`config.mk`:
```
export PLATFORM = sky130hd
export DESIGN_NAME = i2c_master_ctrl
export DESIGN_NICKNAME = d
export VERILOG_FILES = /design/src/rtl/i2c_master_ctrl.sv
export SDC_FILE = /design/constraint.sdc
export NUM_CORES = 1
export LEC_CHECK = 0
export CAP_MARGIN = 20
export CORE_MARGIN = 1
export CORE_UTILIZATION = 43
export DETAILED_ROUTE_END_ITERATION = 8
export GPL_TIMING_DRIVEN = 0
export HOLD_SLACK_MARGIN = 0.12
export PLACE_DENSITY = 0.7
export REMOVE_ABC_BUFFERS = 1
export SYNTH_ARGS = -nofsm -noshare
export SYNTH_HDL_FRONTEND = slang
export SYNTH_SLANG_ARGS = --single-unit
```
`constraint.sdc`:
```
create_clock -name clk -period 2.12 [get_ports clk]
set_input_delay 0.424 -clock clk [delete_from_list [all_inputs] [get_ports clk]]
set_output_delay 0.424 -clock clk [all_outputs]
set_load 0.02 [all_outputs]
```
`src/rtl/i2c_master_ctrl.sv`:
```
// I2C master bit-level controller.
// Drives SDA/SCL open-drain enables from divider phases supplied by an
// external clock divider. Sequences START, address/rw, write or read
// bytes with ACK handling, and STOP. Repeated START is not generated; a
// change of address or direction ends the transfer with STOP.
//
// state | meaning
// ------+---------------------------------------------------------------
// IDLE  | bus free, waiting for ena at a drive point
// START | SDA pulled low with SCL released (START condition)
// ADDR  | shifting out {addr,rw}, MSB first
// SACK1 | SDA released, sampling slave ACK for the address byte
// WR    | shifting out the write byte, MSB first
// RD    | SDA released, shifting in the read byte at sample points
// SACK2 | SDA released, sampling slave ACK for a written byte
// MACK  | master ACK (continue) or NACK (last byte) for a read byte
// STOP  | SDA held low until SCL is released, then SDA released

module i2c_master_ctrl (
    input  logic       clk,
    input  logic       reset,
    input  logic       scl_clk,
    input  logic       data_clk,
    input  logic       data_clk_prev,
    input  logic       ena,
    input  logic [6:0] addr,
    input  logic       rw,
    input  logic [7:0] data_wr,
    input  logic       sda_in,
    output logic       sda_oe,
    output logic       scl_oe,
    output logic       busy,
    output logic [7:0] data_rd,
    output logic       ack_error
);

    typedef enum logic [3:0] {
        IDLE, START, ADDR, SACK1, WR, RD, SACK2, MACK, STOP
    } state_t;

    state_t     state;
    logic       scl_ena;
    logic [2:0] bit_cnt;
    logic [7:0] addr_rw;
    logic [7:0] data_tx;
    logic [7:0] data_rx;
    logic       dp;
    logic       sp;
    logic       cmd_same;

    // Drive point sits mid SCL-low, sample point mid SCL-high.
    assign dp = data_clk & ~data_clk_prev;
    assign sp = ~data_clk & data_clk_prev;

    // SCL is only pulled low while the transfer owns the clock.
    assign scl_oe = scl_ena & ~scl_clk;

    // Continuing a transfer requires the same target and direction.
    assign cmd_same = ena && ({addr, rw} == addr_rw);

    // Main sequencer: transitions and SDA drive at DP, line sampling at SP.
    always_ff @(posedge clk or posedge reset) begin
        if (reset) begin
            state     <= IDLE;
            busy      <= 1'b0;
            sda_oe    <= 1'b0;
            scl_ena   <= 1'b0;
            ack_error <= 1'b0;
            data_rd   <= 8'h00;
            bit_cnt   <= 3'd7;
            addr_rw   <= 8'h00;
            data_tx   <= 8'h00;
            data_rx   <= 8'h00;
        end else begin
            if (dp) begin
                case (state)
                    IDLE: begin
                        if (ena) begin
                            addr_rw   <= {addr, rw};
                            data_tx   <= data_wr;
                            busy      <= 1'b1;
                            ack_error <= 1'b0;
                            sda_oe    <= 1'b1;
                            bit_cnt   <= 3'd7;
                            state     <= START;
                        end
                    end
                    START: begin
                        sda_oe <= ~addr_rw[bit_cnt];
                        state  <= ADDR;
                    end
                    ADDR: begin
                        if (bit_cnt == 3'd0) begin
                            sda_oe  <= 1'b0;
                            bit_cnt <= 3'd7;
                            state   <= SACK1;
                        end else begin
                            bit_cnt <= bit_cnt - 3'd1;
                            sda_oe  <= ~addr_rw[bit_cnt - 3'd1];
                        end
                    end
                    SACK1: begin
                        if (!addr_rw[0]) begin
                            sda_oe <= ~data_tx[7];
                            state  <= WR;
                        end else begin
                            sda_oe <= 1'b0;
                            state  <= RD;
                        end
                    end
                    WR: begin
                        if (bit_cnt == 3'd0) begin
                            sda_oe  <= 1'b0;
                            bit_cnt <= 3'd7;
                            state   <= SACK2;
                        end else begin
                            bit_cnt <= bit_cnt - 3'd1;
                            sda_oe  <= ~data_tx[bit_cnt - 3'd1];
                        end
                    end
                    SACK2: begin
                        if (cmd_same) begin
                            data_tx <= data_wr;
                            sda_oe  <= ~data_wr[7];
                            state   <= WR;
                        end else begin
                            sda_oe <= 1'b1;
                            state  <= STOP;
                        end
                    end
                    RD: begin
                        if (bit_cnt == 3'd0) begin
                            data_rd <= data_rx;
                            bit_cnt <= 3'd7;
                            // sda_oe doubles as the ACK/NACK decision in MACK
                            sda_oe  <= cmd_same;
                            state   <= MACK;
                        end else begin
                            bit_cnt <= bit_cnt - 3'd1;
                        end
                    end
                    MACK: begin
                        if (sda_oe) begin
                            sda_oe <= 1'b0;
                            state  <= RD;
                        end else begin
                            sda_oe <= 1'b1;
                            state  <= STOP;
                        end
                    end
                    STOP: begin
                        if (!scl_ena) begin
                            sda_oe <= 1'b0;
                            busy   <= 1'b0;
                            state  <= IDLE;
                        end
                    end
                    default: state <= IDLE;
                endcase
            end

            if (sp) begin
                case (state)
                    START:        scl_ena <= 1'b1;
                    STOP:         scl_ena <= 1'b0;
                    SACK1, SACK2: if (sda_in) ack_error <= 1'b1;
                    RD:           data_rx <= {data_rx[6:0], sda_in};
                    default: ;
                endcase
            end
        end
    end

endmodule
```
# [Yosys cells after proc, flatten, opt, wreduce, memory -nomap -nowiden]
# Index checks and enable logic that the tools add are counted.
[op_classes] addsub=1 n_mul=0 div_mod_pow=0 n_lt_le_gt_ge=2 eq_ne=15 shifts=0 mux=38 bitwise_logic=11 n_reduce_logical=19
[op_table] cell="$pmux W4 S9" count=1
[op_table] cell="$mux W4" count=7
[op_table] cell="$mux W1" count=18
[op_table] cell="$eq A4 B3 Y1 const B" count=4
[op_table] cell="$mux W8" count=2
[op_table] cell="$pmux W8 S2" count=1
[op_table] cell="$ne A2 B2 Y1 const B" count=6
[op_table] cell="$bmux W1 S3" count=3
[op_table] cell="$pmux W1 S9" count=1
[op_table] cell="$reduce_and A3 Y1" count=3
[op_table] cell="$reduce_bool A9 Y1" count=1
[op_table] cell="$eq A4 B2 Y1 const B" count=2
[op_table] cell="$eq A8 B8 Y1" count=1
[op_table] cell="$lt A3 B4 Y1 const B" count=2
[op_table] cell="$not A1 Y1" count=8
[op_table] cell="$reduce_and A4 Y1" count=2
[op_table] cell="$reduce_bool A2 Y1" count=4
[op_table] cell="$mux W3" count=2
[op_table] cell="$pmux W3 S2" count=1
[op_table] cell="$reduce_and A6 Y1" count=1
[op_table] cell="$reduce_and A5 Y1" count=1
[op_table] cell="$eq A4 B1 Y1 const B" count=1
[op_table] cell="$eq A4 B4 Y1 const B" count=1
[op_table] cell="$logic_not A4 Y1" count=1
[op_table] cell="other kinds (8)" count=12
[word_totals] reg_bits=43 latch_bits=0 ram_bits=0 romBits=0 wordCells=96 n_memories=0

# [Logic depth before layout (Yosys ltp)]
[logic_depth] ltp_word=6 depth_mapped=7 ltp_nobuf=7

# [Worst setup path after synthesis]
# Ideal clock, no wire load.
[synth_path] path_kind="flip-flop to flip-flop" start="register bit_cnt[0]" end="register sda_oe" setup_time_ns=0.067 t_arrival_ns=2.151 path_slack_ns=-0.098 path_stages_with_launch=8 path_buffers=0 synth_period_minus_slack_ns=2.218 path_cell_list="dfstp_2 -> inv_1 -> ha_1 -> xnor2_1 -> mux4_2 -> mux2i_1 -> a22o_1 -> o32a_1"
[synth_via] elab_chain_cells=6
[synth_lines] element="start, declared" line="43" source="logic [2:0] bit_cnt;"
[synth_lines] element="start signal, assigned" line="98" source="bit_cnt <= bit_cnt - 3'd1;"
[synth_lines] element="start signal, assigned" line="117" source="bit_cnt <= bit_cnt - 3'd1;"
[synth_lines] element="start signal, assigned" line="139" source="bit_cnt <= bit_cnt - 3'd1;"
[synth_lines] element="$sub A3 B1 Y3" line="99, 118"
[synth_lines] element="$bmux W1 S3 (on tied branches)" line="118, 99"
[synth_lines] element="$mux W1 (on tied branches)" line="118, 99"
[synth_lines] element="$not A1 Y1 (on tied branches)" line="118, 99"
[synth_lines] element="$mux W1 (on tied branches)" line="112, 93"
[synth_lines] element="$pmux W1 S9" line="76" source="case (state)"
[synth_lines] element="end signal, assigned" line="89" source="sda_oe <= ~addr_rw[bit_cnt];"
[synth_lines] element="end signal, assigned" line="118" source="sda_oe <= ~data_tx[bit_cnt - 3'd1];"
[synth_lines] element="end signal, assigned" line="124" source="sda_oe <= ~data_wr[7];"
[synth_lines] element="end, declared" line="30" source="output logic sda_oe,"
# Parallel ways exist; a longest one is shown, timed or not. The select of a mux whose other input is x is not followed.
# A chain may end at the register's enable or synchronous reset.

# [Final worst setup path]
# Ends and elaborated chain as after synthesis.

==> out/results.tsv <==
metric	value	unit
syn_to_final_growth	35.3	%
min_to	addr_rw[5]$_DFFE_PP0P_	
criticalPathCategory	reg -> reg	
layout-drive-gt1-share	36.7	%
path_cells	inv_4 -> ha_4 -> xnor2_4 -> mux4_2 -> mux2i_1 -> a22o_1 -> o32a_1	
pwr-share-clk	21.3	%
async_reset_ff_share	100	%
pwr-share-comb	39.9	%
cts_tree	done	
leakage	0.00134	uW
fin_area	0.00309	sq mm
synth.distinct_cells	49	
rsz0062_at_grt	yes	
drt_pass1_iterations	4	
critPathCaptureType	register	
r2r_cells	7	
peakVddDrop	663	uV
timing.final.ws_setup	-0.0233	ns
synth_edf_count	0	
p_per_area	1200	mW/mm^2
synth_ff_type	dfrtp_1	
coreArea	0.00511	sq mm
path_depth	7	
fin_crit	2.14	ns
tns	-0.0233	ns
drcViolationCount	0	
antennaDiodeCount	0	
root_buffer	clkbuf_8	
post_drt_wl_per_cell	16.3	um
worst_slew_pin_slew	0.430	ns
synth.cell_area	0.00228	sq mm
cpLargestDelayFamily	multiplexers	
port_buffers	34	
cp_data_required_time	2.36	ns
drt_iter0_markers	133	
skew	0.00845	ns
synthesis.instances	190	
fillCellCount	408	
fmaxAchievable	0.467	GHz
cts_buffer_depth	2	
final_nets	261	
postRouteAntennaNets	0	
place_area	0.00271	sq mm
rows	26	
viasPerCell	5.50	
grt_start_max_net_pins	44	
die_w	74.9	um
p_sw	1320	uW
p_seq_share	38.9	%
worstHoldPathCells	2	
switching_share	35.5	%
r2r_slack	-0.02	ns
violations	negative setup slack	
clkTransAtPathRegs	0.09	ns
placedCellCount	289	
outcome	complete, but fails checks	
finalHoldViolCount	0	
synth_area_per_cell	12.0	sq um
fp.dieH	74.9	um
h-tree-depth	2	
setup_violations	1	
grt_pass1_vias	1639	
clk_latency	0.30	ns
hold_path.class	in -> reg	
dieArea	0.00561	sq mm
ys_seq_area_share	47.3	%
hp-start	addr[4]	
cts-hold-fix-buffers	0	
r2r_start	bit_cnt[0]$_DFFE_PP1P_	
worstReg2RegEnd	sda_oe$_DFFE_PP0P_	
critPathBufInv	1	
yosysWarnings	0	
cp.arrival	2.39	ns
gp_congestion	0.829	
dr_total_vias	1688	
antenna_found_initial	0	
start_util	44.7	%
cp_slowest_stage_delay	0.58	ns
routed_wirelength	5000	um
slowest_stage	dfstp_2	
period_share	101	%
cap_violations	0	
grt_pass1_wl	8140	um
p_int	2390	uW
clock_sinks	43	
critPathMaxFanout	4	
io_pins	35	
ys_seq_elements	43	
hpwl	3290	um
startpoint_type	register	
gr-total-overflow	0	
numCtsBuffers	5	
final_max_slew_viol_count	0	
final_cells	307	
slew_headroom	71.1	%
track_usage	19.8	%
[cell usage in the layout (no fill, tap or decap), drive strengths merged, types with 4 or more instances in the layout]
cell type | netlist | layout
dlymetal6s2s | 0 | 4
nor2b | 5 | 5
a31oi | 5 | 5
nor4 | 4 | 4
o21ai | 5 | 5
nor2 | 9 | 9
mux4 | 6 | 6
buf | 4 | 11
clkbuf | 2 | 5
mux2 | 33 | 33
nor3 | 9 | 9
clkdlybuf4s50 | 0 | 30
xor2 | 7 | 7
nand2 | 11 | 11
mux2i | 4 | 4
dfrtp | 40 | 40
inv | 6 | 7
[cell families after synthesis]
| family | count (synthesis) | share of synthesized area [%] |
|---|---|---|
| buffers and inverters | 12 | 2.14 |
| XOR/XNOR | 10 | 3.83 |
| AO/OA/AOI/OAI | 28 | 8.93 |
| AND/OR/NAND/NOR | 52 | 12.5 |
| adder cells (fa/ha/maj) | 2 | 1.10 |
| flip-flops | 43 | 47.3 |
| multiplexers | 43 | 24.3 |
[per-layer routing]
metal / global-route usage (%) / routed length (um) / vias up / part of all wire [%]
met5: 0 / 0 / - / 0
met1: 27.3 / 2330 / 832 / 47
li1: - / - / 804 / -
met4: 7.76 / 74 / 0 / 1.5
met2: 30.9 / 2430 / 44 / 49
met3: 4.15 / 165 / 8 / 3.3
[synthesized netlist by cell type (all sizes together) (3+ instances only)]
cell type	n	share of area, %
nand2b	3	0.82
mux2i	4	1.8
nor2b	5	1.4
nor2	9	1.6
inv	6	0.99
dfstp	3	3.5
nor4	4	1.8
nor3	9	2.0
nand2	11	1.8
xnor2	3	1.2
a31oi	5	1.4
xor2	7	2.7
o21ai	5	1.1
mux4	6	6.2
dfrtp	40	44
mux2	33	16
nand3	3	0.66
buf	4	0.82
[through the flow]
step / hold WS (ns) / utilization (%) / power [uW] / setup WS, ns
global route: 0.420 / 60.5 / 3920 / -0.0965
detailed placement: 0.491 / 53.0 / 2560 / -0.853
global placement: 0.487 / 52.6 / 2520 / -0.817
floorplan: 0.475 / - / 2210 / -0.0981
finish: 0.425 / 60.5 / 3710 / -0.0233
CTS: 0.462 / 58.6 / 3550 / -0.0147
[registers in the layout, indices dropped and copies added (netlist names)]
name,cells
addr_rw,8
data_rd,8
data_rx,8
data_tx,8
state,4
bit_cnt,3
ack_error,1
busy,1
scl_ena,1
sda_oe,1
[power by group through the flow]
stage               sequential, uW  combinational [uW]  clock (uW)
global placement              1410                1120           0
global route                  1480                1600         836
CTS                           1430                1320         804
floorplan                     1340                 874           0
detailed placement            1410                1140           0
finish                        1440                1480         788
[final cells by class]
cell class                 count  area (sq um)  share of cell area, %
clock buffer                   5          68.8                   2.23
inverter                       6          25.0                  0.810
sequential                    43          1090                   35.3
tap                           70          87.6                   2.83
timing repair buffer          45           449                   14.5
multi-input combinational    135          1300                   42.0
clock inverter                 3          71.3                   2.31
[worst max-delay path by stage]
stage	start	endpoint	slack [ns]
after detailed placement	addr[0]	data_tx[7]$_DFFE_PP0P_	-0.85
after floorplan	bit_cnt[0]$_DFFE_PP1P_	sda_oe$_DFFE_PP0P_	-0.1
after CTS	bit_cnt[0]$_DFFE_PP1P_	sda_oe$_DFFE_PP0P_	-0.01
after global placement	addr[0]	data_tx[4]$_DFFE_PP0P_	-0.82
after global routing	bit_cnt[0]$_DFFE_PP1P_	sda_oe$_DFFE_PP0P_	-0.1
final	bit_cnt[0]$_DFFE_PP1P_	sda_oe$_DFFE_PP0P_	-0.02
[worst reg2reg max path, delay by kind of cell (launching register included)]
family / cells / cell delay [ns]
AOI/OAI and AO/OA: 2 / 0.35
xor gates and xnor gates: 1 / 0.22
adders and majority gates: 1 / 0.18
buffers and inverters: 1 / 0.06
DFF: 1 / 0.58
muxes: 2 / 0.71
[timing repair]
item / 4_1_cts / 5_1_grt
pin swaps: 8 / 7
buffers inserted: 7 / 3
gates resized for setup: 21 / 19
endpoints found under the setup margin: 34 / 24
cloned: 0 / 0
hold endpoints to repair: 0 / 0
Power figures use the tool's default switching activity.
